$ cat src/rtl/filtered_image_uart_tx_pkg.sv
// filtered_image_uart_pkg: shared definitions for the filtered-image UART dump path
//   state_t   : FSM states used by the readout controller and the byte serialiser
//   calc_div  : clock cycles per UART bit (CLK_FREQ/BAUD, truncated)
//   UART_IDLE : line level while nothing is being sent
package filtered_image_uart_pkg;
   typedef enum logic [2:0] {IDLE, REQ, WAIT, START, DATA, STOP, CHK, DONE} state_t;
   localparam logic UART_IDLE = 1'b1;
   function automatic int calc_div(input int clk_freq, input int baud);
      return clk_freq / baud;
   endfunction
endpackage

$ cat src/rtl/filtered_image_uart_tx_if.sv
// filtered_image_uart_tx_if: data-memory secondary read port
//   mem_addr : byte read address
//   mem_r_en : read strobe, data returns one cycle later
//   mem_data : read data
//   master   : the readout block; slave : the memory
interface filtered_image_uart_tx_if #(parameter int ADDR_W = 32);
   logic [ADDR_W-1:0] mem_addr;
   logic              mem_r_en;
   logic [7:0]        mem_data;
   modport master (output mem_addr, mem_r_en, input mem_data);
   modport slave  (input mem_addr, mem_r_en, output mem_data);
endinterface

$ cat src/rtl/filtered_image_uart_tx_uart_tx_byte.sv
// uart_tx_byte: 8N1 serialiser, one byte per i_valid, each bit held DIV cycles
//   clk, rst (async, active low), i_valid/i_byte : byte to send (taken only when idle)
//   o_tx    : UART line, idle high
//   o_ready : idle, or in the last cycle of the stop bit (next byte may follow back to back)
module uart_tx_byte
   import filtered_image_uart_pkg::*;
#(
   parameter int DIV = 4
) (
   input  logic       clk,
   input  logic       rst,
   input  logic       i_valid,
   input  logic [7:0] i_byte,
   output logic       o_tx,
   output logic       o_ready
);
   localparam int CW = (DIV > 1) ? $clog2(DIV) : 1;
   state_t        phase_q, phase_d;
   logic [CW-1:0] cnt_q, cnt_d;
   logic [2:0]    bit_q, bit_d;
   logic [9:0]    shift_q, shift_d;
   logic          tick;
   always_comb begin
      tick    = cnt_q == CW'(DIV - 1);
      phase_d = phase_q;
      cnt_d   = cnt_q;
      bit_d   = bit_q;
      shift_d = shift_q;
      if (phase_q == IDLE) begin
         cnt_d = '0;
         bit_d = '0;
         if (i_valid) begin
            phase_d = START;
            shift_d = {UART_IDLE, i_byte, 1'b0};
         end
      end else if (tick) begin
         cnt_d   = '0;
         shift_d = {UART_IDLE, shift_q[9:1]};
         bit_d   = phase_q == DATA ? bit_q + 3'd1 : '0;
         phase_d = phase_q == START ? DATA : phase_q == STOP ? IDLE : bit_q == 3'd7 ? STOP : DATA;
      end else begin
         cnt_d = cnt_q + CW'(1);
      end
   end
   always_ff @(posedge clk or negedge rst) begin
      if (!rst) begin
         phase_q <= IDLE;
         cnt_q   <= '0;
         bit_q   <= '0;
         shift_q <= '1;
      end else begin
         phase_q <= phase_d;
         cnt_q   <= cnt_d;
         bit_q   <= bit_d;
         shift_q <= shift_d;
      end
   end
   assign o_tx    = phase_q == IDLE ? UART_IDLE : shift_q[0];
   assign o_ready = phase_q == IDLE || (phase_q == STOP && tick);
endmodule

$ cat src/rtl/filtered_image_uart_tx.sv
// filtered_image_uart_tx: reads an h x w region of filtered pixels and dumps it over 8N1 UART
//   clk, rst (async, active low)
//   i_start/i_base_addr/i_h/i_w : dump request, latched in IDLE
//   mem   : data-memory secondary read port (master side)
//   o_tx  : UART line; o_busy : dump in progress; o_done : one-cycle end pulse
//   UART_TX_CHECKSUM_EN : append the XOR of all pixel bytes as a trailing character
module filtered_image_uart_tx
   import filtered_image_uart_pkg::*;
#(
   parameter int CLK_FREQ = 100_000_000,
   parameter int BAUD     = 115_200,
   parameter int ADDR_W   = 32
) (
   input  logic                       clk,
   input  logic                       rst,
   input  logic                       i_start,
   input  logic [ADDR_W-1:0]          i_base_addr,
   input  logic [7:0]                 i_h,
   input  logic [7:0]                 i_w,
   filtered_image_uart_tx_if.master   mem,
   output logic                       o_tx,
   output logic                       o_busy,
   output logic                       o_done
);
   localparam int DIV = calc_div(CLK_FREQ, BAUD);
   state_t            state_q, state_d;
   logic [ADDR_W-1:0] base_q, base_d;
   logic [15:0]       total_q, total_d, idx_q, idx_d;
   logic              tx_valid, tx_ready, more;
   logic [7:0]        tx_byte;
`ifdef UART_TX_CHECKSUM_EN
   logic [7:0]        chk_q, chk_d;
   logic              chk_sent_q, chk_sent_d;
`endif
   always_comb begin
      state_d  = state_q;
      base_d   = base_q;
      total_d  = total_q;
      idx_d    = idx_q;
      tx_valid = 1'b0;
      tx_byte  = mem.mem_data;
      more     = idx_q + 16'd1 < total_q;
`ifdef UART_TX_CHECKSUM_EN
      chk_d      = chk_q;
      chk_sent_d = chk_sent_q;
`endif
      case (state_q)
         IDLE: if (i_start) begin
            base_d  = i_base_addr;
            total_d = 16'(i_h) * 16'(i_w);
            idx_d   = '0;
`ifdef UART_TX_CHECKSUM_EN
            chk_d      = '0;
            chk_sent_d = 1'b0;
            state_d    = total_d == '0 ? CHK : REQ;
`else
            state_d = total_d == '0 ? DONE : REQ;
`endif
         end
         REQ: state_d = WAIT;
         // the read issued in REQ lands now; hand it straight to the serialiser
         WAIT: begin
            tx_valid = 1'b1;
            state_d  = START;
`ifdef UART_TX_CHECKSUM_EN
            chk_d = chk_q ^ mem.mem_data;
`endif
         end
         // o_ready rises in the last stop-bit cycle, so REQ/WAIT form the 2-cycle gap
         START: if (tx_ready) begin
`ifdef UART_TX_CHECKSUM_EN
            state_d = chk_sent_q ? DONE : more ? REQ : CHK;
            idx_d   = !chk_sent_q && more ? idx_q + 16'd1 : idx_q;
`else
            state_d = more ? REQ : DONE;
            idx_d   = more ? idx_q + 16'd1 : idx_q;
`endif
         end
`ifdef UART_TX_CHECKSUM_EN
         CHK: begin
            tx_valid   = 1'b1;
            tx_byte    = chk_q;
            chk_sent_d = 1'b1;
            state_d    = START;
         end
`endif
         default: state_d = IDLE;
      endcase
   end
   always_ff @(posedge clk or negedge rst) begin
      if (!rst) begin
         state_q <= IDLE;
         base_q  <= '0;
         total_q <= '0;
         idx_q   <= '0;
`ifdef UART_TX_CHECKSUM_EN
         chk_q      <= '0;
         chk_sent_q <= 1'b0;
`endif
      end else begin
         state_q <= state_d;
         base_q  <= base_d;
         total_q <= total_d;
         idx_q   <= idx_d;
`ifdef UART_TX_CHECKSUM_EN
         chk_q      <= chk_d;
         chk_sent_q <= chk_sent_d;
`endif
      end
   end
   assign mem.mem_r_en = state_q == REQ;
   assign mem.mem_addr = state_q == REQ ? base_q + ADDR_W'(idx_q) : '0;
   assign o_busy       = state_q != IDLE && state_q != DONE;
   assign o_done       = state_q == DONE;
   uart_tx_byte #(.DIV(DIV)) u_tx (
      .clk     (clk),
      .rst     (rst),
      .i_valid (tx_valid),
      .i_byte  (tx_byte),
      .o_tx    (o_tx),
      .o_ready (tx_ready)
   );
endmodule

$ cat src/flat_wrapper.sv
// flat-port wrapper written by rule: the top's interface ports become plain ports
module filtered_image_uart_tx_flat import filtered_image_uart_pkg::*;
#(
   parameter int CLK_FREQ = 100_000_000,
   parameter int BAUD     = 115_200,
   parameter int ADDR_W   = 32
)
  (clk, rst, i_start, i_base_addr, i_h, i_w, o_tx, o_busy, o_done, mem_mem_addr, mem_mem_r_en, mem_mem_data);
  filtered_image_uart_tx_if #(.ADDR_W(ADDR_W)) mem_i ();
  input  logic clk;
  input  logic rst;
  input  logic i_start;
  input  logic [ADDR_W-1:0] i_base_addr;
  input  logic [7:0] i_h;
  input  logic [7:0] i_w;
  output logic o_tx;
  output logic o_busy;
  output logic o_done;
  output wire logic [$bits(mem_i.mem_addr)-1:0] mem_mem_addr;
  output wire logic [$bits(mem_i.mem_r_en)-1:0] mem_mem_r_en;
  input wire logic [$bits(mem_i.mem_data)-1:0] mem_mem_data;
  assign mem_mem_addr = mem_i.mem_addr;
  assign mem_mem_r_en = mem_i.mem_r_en;
  assign mem_i.mem_data = mem_mem_data;
  filtered_image_uart_tx #(.CLK_FREQ(CLK_FREQ), .BAUD(BAUD), .ADDR_W(ADDR_W)) u_core (.clk(clk), .rst(rst), .i_start(i_start), .i_base_addr(i_base_addr), .i_h(i_h), .i_w(i_w), .mem(mem_i), .o_tx(o_tx), .o_busy(o_busy), .o_done(o_done));
endmodule
$ cat config.mk
export PLATFORM = sky130hd
export DESIGN_NAME = filtered_image_uart_tx_flat
export DESIGN_NICKNAME = d
export VERILOG_FILES = /design/src/rtl/filtered_image_uart_tx_pkg.sv /design/src/rtl/filtered_image_uart_tx_if.sv /design/src/rtl/filtered_image_uart_tx_uart_tx_byte.sv /design/src/rtl/filtered_image_uart_tx.sv /design/src/flat_wrapper.sv
export SDC_FILE = /design/constraint.sdc
export NUM_CORES = 1
export LEC_CHECK = 0
export CORE_MARGIN = 8
export CORE_UTILIZATION = 52
export DETAILED_ROUTE_END_ITERATION = 10
export PLACE_DENSITY = 0.78
export REMOVE_ABC_BUFFERS = 1
export SYNTH_ARGS = -nofsm -noshare
export SYNTH_HDL_FRONTEND = slang
export SYNTH_SLANG_ARGS = --single-unit
$ cat constraint.sdc
create_clock -name clk -period 3.45 [get_ports clk]
set_input_delay 0.69 -clock clk [delete_from_list [all_inputs] [get_ports clk]]
set_output_delay 0.69 -clock clk [all_outputs]
set_load 0.01 [all_outputs]
### After elaboration in Yosys (flattened, before gate mapping)

Cells that the tools add are included.

| word-level totals | value |
|---|---|
| register bits after elaboration | 93 |
| word-level logic and storage cells | 67 |
| input port bits | 59 |

| operators by class | value |
|---|---|
| multipliers | 1 |
| magnitude comparators | 1 |
| reductions and logical operators | 13 |
| add/subtract/negate cells | 4 |
| mux-type cells | 26 |
| equal/unequal tests | 14 |

Operator list:

| kind | number |
|---|---|
| 10-bit two-way mux | 5 |
| 16-bit two-way mux | 3 |
| 3-bit two-way mux | 12 |
| 32-bit by 16-bit adder with 32-bit output | 1 |
| 32-bit two-way mux | 1 |
| 16-bit case mux with 2 select lines | 1 |
| 16-bit by 1-bit adder with 16-bit output (second input constant) | 1 |
| 16-bit zero test | 1 |
| 16-bit less-than comparator | 1 |
| 8-bit by 8-bit multiplier with 16-bit output | 1 |
| 3-bit == test (second input constant) | 4 |
| 3-bit case mux with 4 select lines | 1 |
| 10-bit by 1-bit adder with 10-bit output (second input constant) | 1 |
| 10-bit == test (second input constant) | 1 |
| 3-bit by 2-bit == test with 1-bit output (second input constant) | 3 |
| 3-bit zero test | 2 |
| 2-bit by 1-bit inequality test with 1-bit output (second input constant) | 3 |
| 2-bit AND reduction | 3 |
| 4-bit AND reduction | 1 |
| 2-bit nonzero test | 2 |
| 3-bit by 1-bit adder with 3-bit output (second input constant) | 1 |
| 3-bit by 1-bit == test with 1-bit output (second input constant) | 1 |
| 1-bit two-way mux | 3 |
| 3-bit inequality test (second input constant) | 1 |
| 4 further kinds | 5 |

### Logic depth before layout (Yosys ltp)

Gate-level depths: netlist of the first run.

| logic depth | value |
|---|---|
| depth after elaboration | 6 |
| mapped depth | 17 |
| depth with buffers taken out | 17 |

### Hierarchy

Synthesis of the first run repeated with hierarchy kept, for this count alone.

| second synthesis, totals | value |
|---|---|
| cells, all modules | 892 |
| area, all modules | 8050.2 µm² |

Modules (own cells, without submodules):

| module | cells an instance | area an instance (µm²) | times used |
|---|---|---|---|
| filtered_image_uart_tx | 760 | 6737.7 | 1 |
| uart_tx_byte | 132 | 1312.5 | 1 |

### Worst setup path before layout of the first run

Ideal clock, no wire load.

| timing path | value |
|---|---|
| kind | in2reg |
| from | in i_h[1] |
| to | reg u_core.state_q[1] |
| stages | 14 |
| data required time | 3.384 ns |
| arrival time | 4.759 ns |
| slack | -1.375 ns |
| cell sequence | and2_1 > fa_1 > fa_1 > fa_1 > inv_1 > fa_1 > inv_1 > ha_1 > or3_1 > o31ai_1 > xor2_1 > or4b_1 > nor4_2 > nand2b_1 |

| on the way | value |
|---|---|
| longest elaborated chain between the ends | 5 |

RTL lines:

| what | RTL line | text |
|---|---|---|
| from (decl) | flat_wrapper.sv:14 | `input logic [7:0] i_h;` |
| 8-bit by 8-bit multiplier with 16-bit output | filtered_image_uart_tx.sv:50 | `total_d = 16'(i_h) * 16'(i_w);` |
| 16-bit zero test | filtered_image_uart_tx.sv:57 | `state_d = total_d == '0 ? DONE : REQ;` |
| 3-bit two-way mux | filtered_image_uart_tx.sv:57 |  |
| 3-bit two-way mux | filtered_image_uart_tx.sv:48 | `IDLE: if (i_start) begin` |
| 3-bit case mux with 4 select lines | filtered_image_uart_tx.sv:47 | `case (state_q)` |
| to (signal assigned) | filtered_image_uart_tx.sv:101 | `state_q <= state_d;` |
| to (decl) | filtered_image_uart_tx.sv:26 | `state_t state_q, state_d;` |

Every way passes these cells. The select of a mux whose other input is x is not followed.
A chain may end at the register's enable or synchronous reset.

### Final worst setup path of the first run

| timing path | value |
|---|---|
| from | in i_h[6] |
| to | reg u_core.state_q[2] |

The elaborated chain is that of the path after synthesis.

==> results.yml, run 1 <==
finish:
  layout-area-overhead-vs-synth_pct: 40.1
  mostFrequentLayoutCells: "buf_4, inv_1, dfrtp_1"
  layout_commonest_cell: "buf_4"
  drive_above_1_share_pct: 35.0
  nNetsFinal: 1268
  fill_cells: 938
  final_util_pct: 74.9
  fin_cells: 1317
  final_area_um2: 11400
  diodes: 0
pwr:
  seqPwrFrac_pct: 24.8
  p_sw_mw: 1.59
  leakagePower_nw: 5.57
  p_clk_share_pct: 22.0
  p_int_mw: 2.79
  cellPowerDensity_nw_per_um2: 383
  max-vdd-ir-drop_mv: 0.368
  switching_share_pct: 36.3
  combPwrFrac_pct: 53.2
sta:
  finalHoldViolCount: 0
  finalSetupTns_ns: -11.89
  worst_hold_slack_ns: 0.461
  finalClockSkew_ns: 0.00865
  rsz0062_at_grt: "yes"
  slew_viol_final: 0
  worst_slack_ns: -1.25
  fmax_mhz: 213
  final.period_utilization_pct: 136
  tightest_slew_ns: 1.10
  setup_viol: 46
  period_minus_slack_ns: 4.70
  relSlewSlack_pct: 26.5
critical_path:
  critPathRequiredTime_ns: 3.74
  cp-start-kind: "input pin"
  cpMostUsedCell: "fa_1"
  r2r_cells: 16
  cp-end-kind: "flop"
  crit_path_cell_trace: "buf_8 > and2_4 > fa_1 > fa_1 > fa_1 > inv_1 > fa_1 > inv_2 > ha_4 > buf_4 > o21ai_4 > a21oi_2 > buf_4 > o31ai_4 > xor2_1 > or4b_4 > nor4_4 > or2_1"
  reg2reg_from: "u_core.idx_q[2]"
  path_class: "in2reg"
  crit_path_end: "u_core.state_q[2]"
  reg2reg_to: "u_core.idx_q[4]"
  crit_slowest_cell: "fa_1"
  cp.arrival_ns: 4.99
  crit_start: "i_h[6]"
  max_stage_delay_ns: 0.52
  path_max_fanout: 4
  r2r_slack_ns: -0.11
clock_network:
  cts_tree: "done"
  insertion_delay_ns: 0.36
  root_buffer: "clkbuf_16"
  cts_hold_buf: 0
  cts_buffers: 9
  clkTransAtPathRegs_ns: 0.07
  cts_buffer_depth: 2
  clkSinkCount: 92
  htreeDepth: 3
yosys:
  synth-seq-cells: 92
  synth_enable_flop_cells: 0
  syn_area_per_cell_um2: 9.41
  yosysTopAreaCellShare_pct: 25.5
  synth_area_um2: 8160
  yosysUniqueCellTypes: 70
  netlist.top_cell.by_area: "dfrtp_1"
  synth-seq-area-share_pct: 28.4
  syn-instance-count: 867
  synthTopCellsByArea: "dfrtp_1, ha_1, fa_1, mux2_4, and2_1"
  yosysWarnings: 0
  ys_async_sr_fraction_pct: 100
  ys.flop_type: "dfrtp_1"
global_route:
  met3_usage_pct: 3.82
  grt_max_degree: 86
  first_global_vias: 7459
  use_met2_pct: 38.0
  antenna_found_initial: 0
  gr-usage-all-layers_pct: 21.5
  grt_pass1_wl_mm: 35.5
  grtUsageMet1_pct: 26.2
  overflow: 0
  grt_most_used_layer: "met2"
run_status:
  outcome: "finished, violations left"
  violations: "setup timing"
job:
  max_cap_viol_count: 0
floorplanning:
  num_io_pins: 95
  start_util_pct: 53.5
  die_area_um2: 20000
  coreArea_um2: 15300
  num_rows: 45
  fp.dieH_um: 141
  die_w_um: 141
place:
  hpwl_mm: 14.9
  placed_area_um2: 10100
  place_congestion: 0.866
  dp.cells: 1267
  port_buffers: 94
worst_hold_path:
  worstHoldPathType: "reg2reg"
  min_path_cells: 2
drt:
  antenna_left: 0
  route.detailed.drc: 0
  wire_per_inst_um: 18.2
  dr.pass1.iters: 5
  vias: 7443
  first_iter_violations: 579
  wirelength_mm: 24.0
  vias_per_cell: 5.65
-- final cells by class --
type / instances / area, um2 / area share [%]
clock inverters: 7 / 57.6 / 0.504
clock buffers: 9 / 225 / 1.97
multi-input cells: 662 / 6070 / 53.1
inverters: 92 / 345 / 3.02
repair buffers: 244 / 2150 / 18.8
flip-flops and latches: 92 / 2310 / 20.2
well taps: 211 / 264 / 2.31
-- cells in the mapped netlist, types with 17 or more instances --
master   count
and2_1      57
o21ai_0     34
nand2_1     68
dfrtp_1     83
xor2_1      17
fa_1        37
nand3_1     18
mux2_4      38
mux2i_1     20
xnor2_1     30
ha_1        71
inv_1       92
a21oi_1     38
nor2_1      63
nor3_1      19
-- logic make-up after synthesis --
| logic type | Yosys count | share of synthesized area [%] |
|---|---|---|
| multiplexers | 59 | 9.59 |
| XOR/XNOR | 47 | 5.05 |
| adder cells (fa/ha/maj) | 108 | 20.0 |
| flip-flops | 92 | 28.4 |
| AO/OA/AOI/OAI | 154 | 12.5 |
| AND/OR/NAND/NOR | 294 | 18.7 |
| buffers and inverters | 113 | 5.81 |
-- what timing repair did --
| action | CTS | global route |
|---|---|---|
| gates resized for setup | 279 | 82 |
| buffers inserted | 16 | 22 |
| pin swaps | 74 | 60 |
| setup endpoints to repair | 43 | 53 |
| gates cloned | 0 | 2 |
-- registers in the layout, indices dropped and copies added, names as in the netlist --
register and flops:
u_core.u_tx.bit_q 3, u_core.u_tx.phase_q 3, u_core.u_tx.cnt_q 10, u_core.u_tx.shift_q 9, u_core.idx_q 16, u_core.total_q 16
u_core.state_q 3, u_core.base_q 32
-- stage by stage --
step	power [mW]	setup slack (ns)
3_3_place_gp	2.57	-2.07
3_5_place_dp	2.61	-2.17
4_1_cts	4.07	-1.12
6_report	4.38	-1.25
2_1_floorplan	1.93	-1.38
5_1_grt	4.61	-1.39
-- per-layer routing --
layer	wire, um	share of wire (%)	up-vias
met5	0	0	-
met4	590	2.5	0
met3	1280	5.3	53
met2	12200	51	264
met1	9860	41	3666
li1	-	-	3460
-- power groups by stage --
stage | combinational [mW] | clock (mW) | sequential (mW)
floorplan | 0.820 | 0 | 1.11
global placement | 1.46 | 0 | 1.11
detailed placement | 1.50 | 0 | 1.11
CTS | 2.01 | 0.974 | 1.09
global route | 2.49 | 1.03 | 1.09
finish | 2.33 | 0.963 | 1.09
-- critical path, delay by kind of cell --
family                   cells  cell delay [ns]
AO/OA/AOI/OAI                3             0.36
XOR/XNOR                     1             0.24
buffers and inverters        5             0.53
adder cells (fa/ha/maj)      5             2.18
AND/OR/NAND/NOR              4             0.99
-- how the worst min path moves through the flow --
stage	end	from
global placement	u_core.u_tx.shift_q[8]	u_core.u_tx.shift_q[8]
floorplan	u_core.base_q[0]	rst
global route	u_core.u_tx.shift_q[7]	u_core.u_tx.shift_q[7]
finish	u_core.u_tx.shift_q[8]	u_core.u_tx.shift_q[8]
detailed placement	u_core.u_tx.shift_q[8]	u_core.u_tx.shift_q[8]
CTS	u_core.u_tx.shift_q[8]	u_core.u_tx.shift_q[8]
Note: power is estimated with default switching activity, not from simulation.
==> run 2, diff against run 1 <==
--- a/config.mk
+++ b/config.mk
@@ -5,10 +5,13 @@
 export SDC_FILE = /design/constraint.sdc
 export NUM_CORES = 1
 export LEC_CHECK = 0
+export ABC_AREA = 0
+export CELL_PAD_IN_SITES_DETAIL_PLACEMENT = 2
+export CELL_PAD_IN_SITES_GLOBAL_PLACEMENT = 2
 export CORE_MARGIN = 8
-export CORE_UTILIZATION = 52
+export CORE_UTILIZATION = 33
 export DETAILED_ROUTE_END_ITERATION = 10
-export PLACE_DENSITY = 0.78
+export PLACE_DENSITY_LB_ADDON = 0.1
 export REMOVE_ABC_BUFFERS = 1
 export SYNTH_ARGS = -nofsm -noshare
 export SYNTH_HDL_FRONTEND = slang
==> results.yml, run 2 (synthesized netlist as in run 1, its figures left out) <==
run_status:
  outcome: "finished, violations left"
  violations: "setup timing"
drt:
  dr.pass1.iters: 4
  antenna_left: 0
  wire_per_inst_um: 20.9
  vias_per_cell: 5.12
  wirelength_mm: 30.0
  vias: 7347
  route.detailed.drc: 0
  first_iter_violations: 268
pwr:
  seqPwrFrac_pct: 24.1
  cellPowerDensity_nw_per_um2: 386
  p_clk_share_pct: 23.4
  max-vdd-ir-drop_mv: 0.248
  switching_share_pct: 37.3
  p_sw_mw: 1.69
  p_int_mw: 2.84
  leakagePower_nw: 5.67
  combPwrFrac_pct: 52.6
clock_network:
  root_buffer: "clkbuf_16"
  clkTransAtPathRegs_ns: 0.08
  htreeDepth: 3
  clkSinkCount: 92
  insertion_delay_ns: 0.35
  cts_buffers: 9
  cts_buffer_depth: 2
  cts_tree: "done"
  cts_hold_buf: 0
finish:
  nNetsFinal: 1273
  diodes: 0
  layout_commonest_cell: "buf_4"
  mostFrequentLayoutCells: "buf_4, inv_1, dfrtp_1"
  layout-area-overhead-vs-synth_pct: 43.7
  reg.largest.list: "u_core.base_q (32), u_core.idx_q (16), u_core.total_q (16)"
  largest_register_ffs: 32
  drive_above_1_share_pct: 36.2
  regMostFlops: "u_core.base_q"
global_route:
  gr-usage-all-layers_pct: 18.7
  grtUsageMet1_pct: 23.9
  met3_usage_pct: 2.40
  overflow: 0
  first_global_vias: 8641
  grt_pass1_wl_mm: 46.1
  grt_max_degree: 62
  grt_most_used_layer: "met2"
  antenna_found_initial: 0
  use_met2_pct: 33.2
sta:
  rsz0062_at_grt: "yes"
  slew_viol_final: 0
  finalHoldViolCount: 0
  finalSetupTns_ns: -14.78
  setup_viol: 38
  period_minus_slack_ns: 4.82
  tightest_slew_ns: 0.897
  final.period_utilization_pct: 140
  worst_hold_slack_ns: 0.275
  finalClockSkew_ns: 0.0119
  fmax_mhz: 208
  worst_slack_ns: -1.37
  relSlewSlack_pct: 40.1
critical_path:
  reg2reg_from: "u_core.idx_q[2]"
  r2r_slack_ns: -0.03
  reg2reg_to: "u_core.idx_q[1]"
  path_class: "in2reg"
  r2r_cells: 16
  path_max_fanout: 5
  cp-start-kind: "input pin"
  cp-end-kind: "flop"
  critPathRequiredTime_ns: 3.73
  cp.arrival_ns: 5.10
floorplanning:
  coreArea_um2: 24300
  fp.dieH_um: 173
  start_util_pct: 33.5
  die_w_um: 173
  num_rows: 57
  die_area_um2: 30000
  num_io_pins: 95
worst_hold_path:
  worstHoldPathType: "in2async"
place:
  place_congestion: 0.786
  post-place-ws_ns: -2.34
  port_buffers: 94
  hpwl_mm: 20.0
job:
  max_cap_viol_count: 0
==> run 2: changes by cell type in the layout (fill, tap and decap cells not counted), sizes merged <==
cell,change
dlygate4sd2,-1
bufinv,+1
clkinv,-1
inv,-1
clkdlybuf4s15,-1
buf,+8
==> run 2: routing by layer <==
layer | share of wire, % | wire [um]
met1 | 45 | 13500
met2 | 52 | 15600
met3 | 1.5 | 461
met4 | 1.5 | 447
met5 | 0 | 0
==> run 2: power by group through the flow <==
stage / sequential (mW) / combinational (mW) / clock (mW)
CTS: 1.09 / 2.10 / 1.09
finish: 1.09 / 2.38 / 1.06
floorplan: 1.11 / 0.820 / 0
detailed placement: 1.11 / 1.57 / 0
global placement: 1.11 / 1.52 / 0
global route: 1.09 / 2.57 / 1.12
==> run 2: metrics by stage <==
stage / total power [mW] / instance area, um2 / util [%] / instances
finish: 4.53 / 11700 / 48.2 / 1435
global route: 4.78 / 11700 / 48.2 / 1435
CTS: 4.28 / 11300 / 46.3 / 1426
detailed placement: 2.68 / 10400 / 42.7 / 1388
global placement: 2.63 / 10400 / 42.7 / 1388
floorplan: 1.93 / 8030 / - / 846
==> run 2: cell type report <==
cell class / instances / area (um2)
fillers: 2527 / 12600
multi-input cells: 662 / 6150
flip-flops and latches: 92 / 2310
repair buffers: 249 / 2210
well taps: 324 / 405
inverters: 92 / 345
clock buffers: 10 / 229
clock inverters: 6 / 71.3
==> run 2: worst max path at each step <==
| stage | startpoint | endpoint | slack (ns) | cells past startpoint |
|---|---|---|---|---|
| floorplan | i_h[1] | u_core.state_q[1] | -1.38 | 14 |
| global route | i_w[7] | u_core.state_q[2] | -1.44 | 18 |
| global placement | i_w[4] | u_core.state_q[2] | -2.12 | 17 |
| finish | i_h[4] | u_core.state_q[2] | -1.37 | 18 |
| CTS | i_w[7] | u_core.state_q[1] | -1.22 | 15 |
| detailed placement | i_w[4] | u_core.state_q[1] | -2.34 | 16 |
==> run 2: what timing repair did <==
action,in CTS,in global routing
pin swaps,89,71
cloned,1,1
buffers inserted,26,16
endpoints found under the setup margin,56,54
gates resized for setup,288,99
==> run 2: worst max-delay path: stages <==
cell	delay, ns
buf_6	0.11
buf_6	0.11
and2_4	0.13
fa_2	0.37
fa_1	0.47
fa_1	0.58
inv_2	0.05
fa_1	0.55
inv_2	0.05
ha_4	0.24
o21a_1	0.10
o31a_1	0.17
buf_6	0.15
o31ai_4	0.28
xor2_2	0.21
or4b_4	0.51
nor4_4	0.15
or2_1	0.15
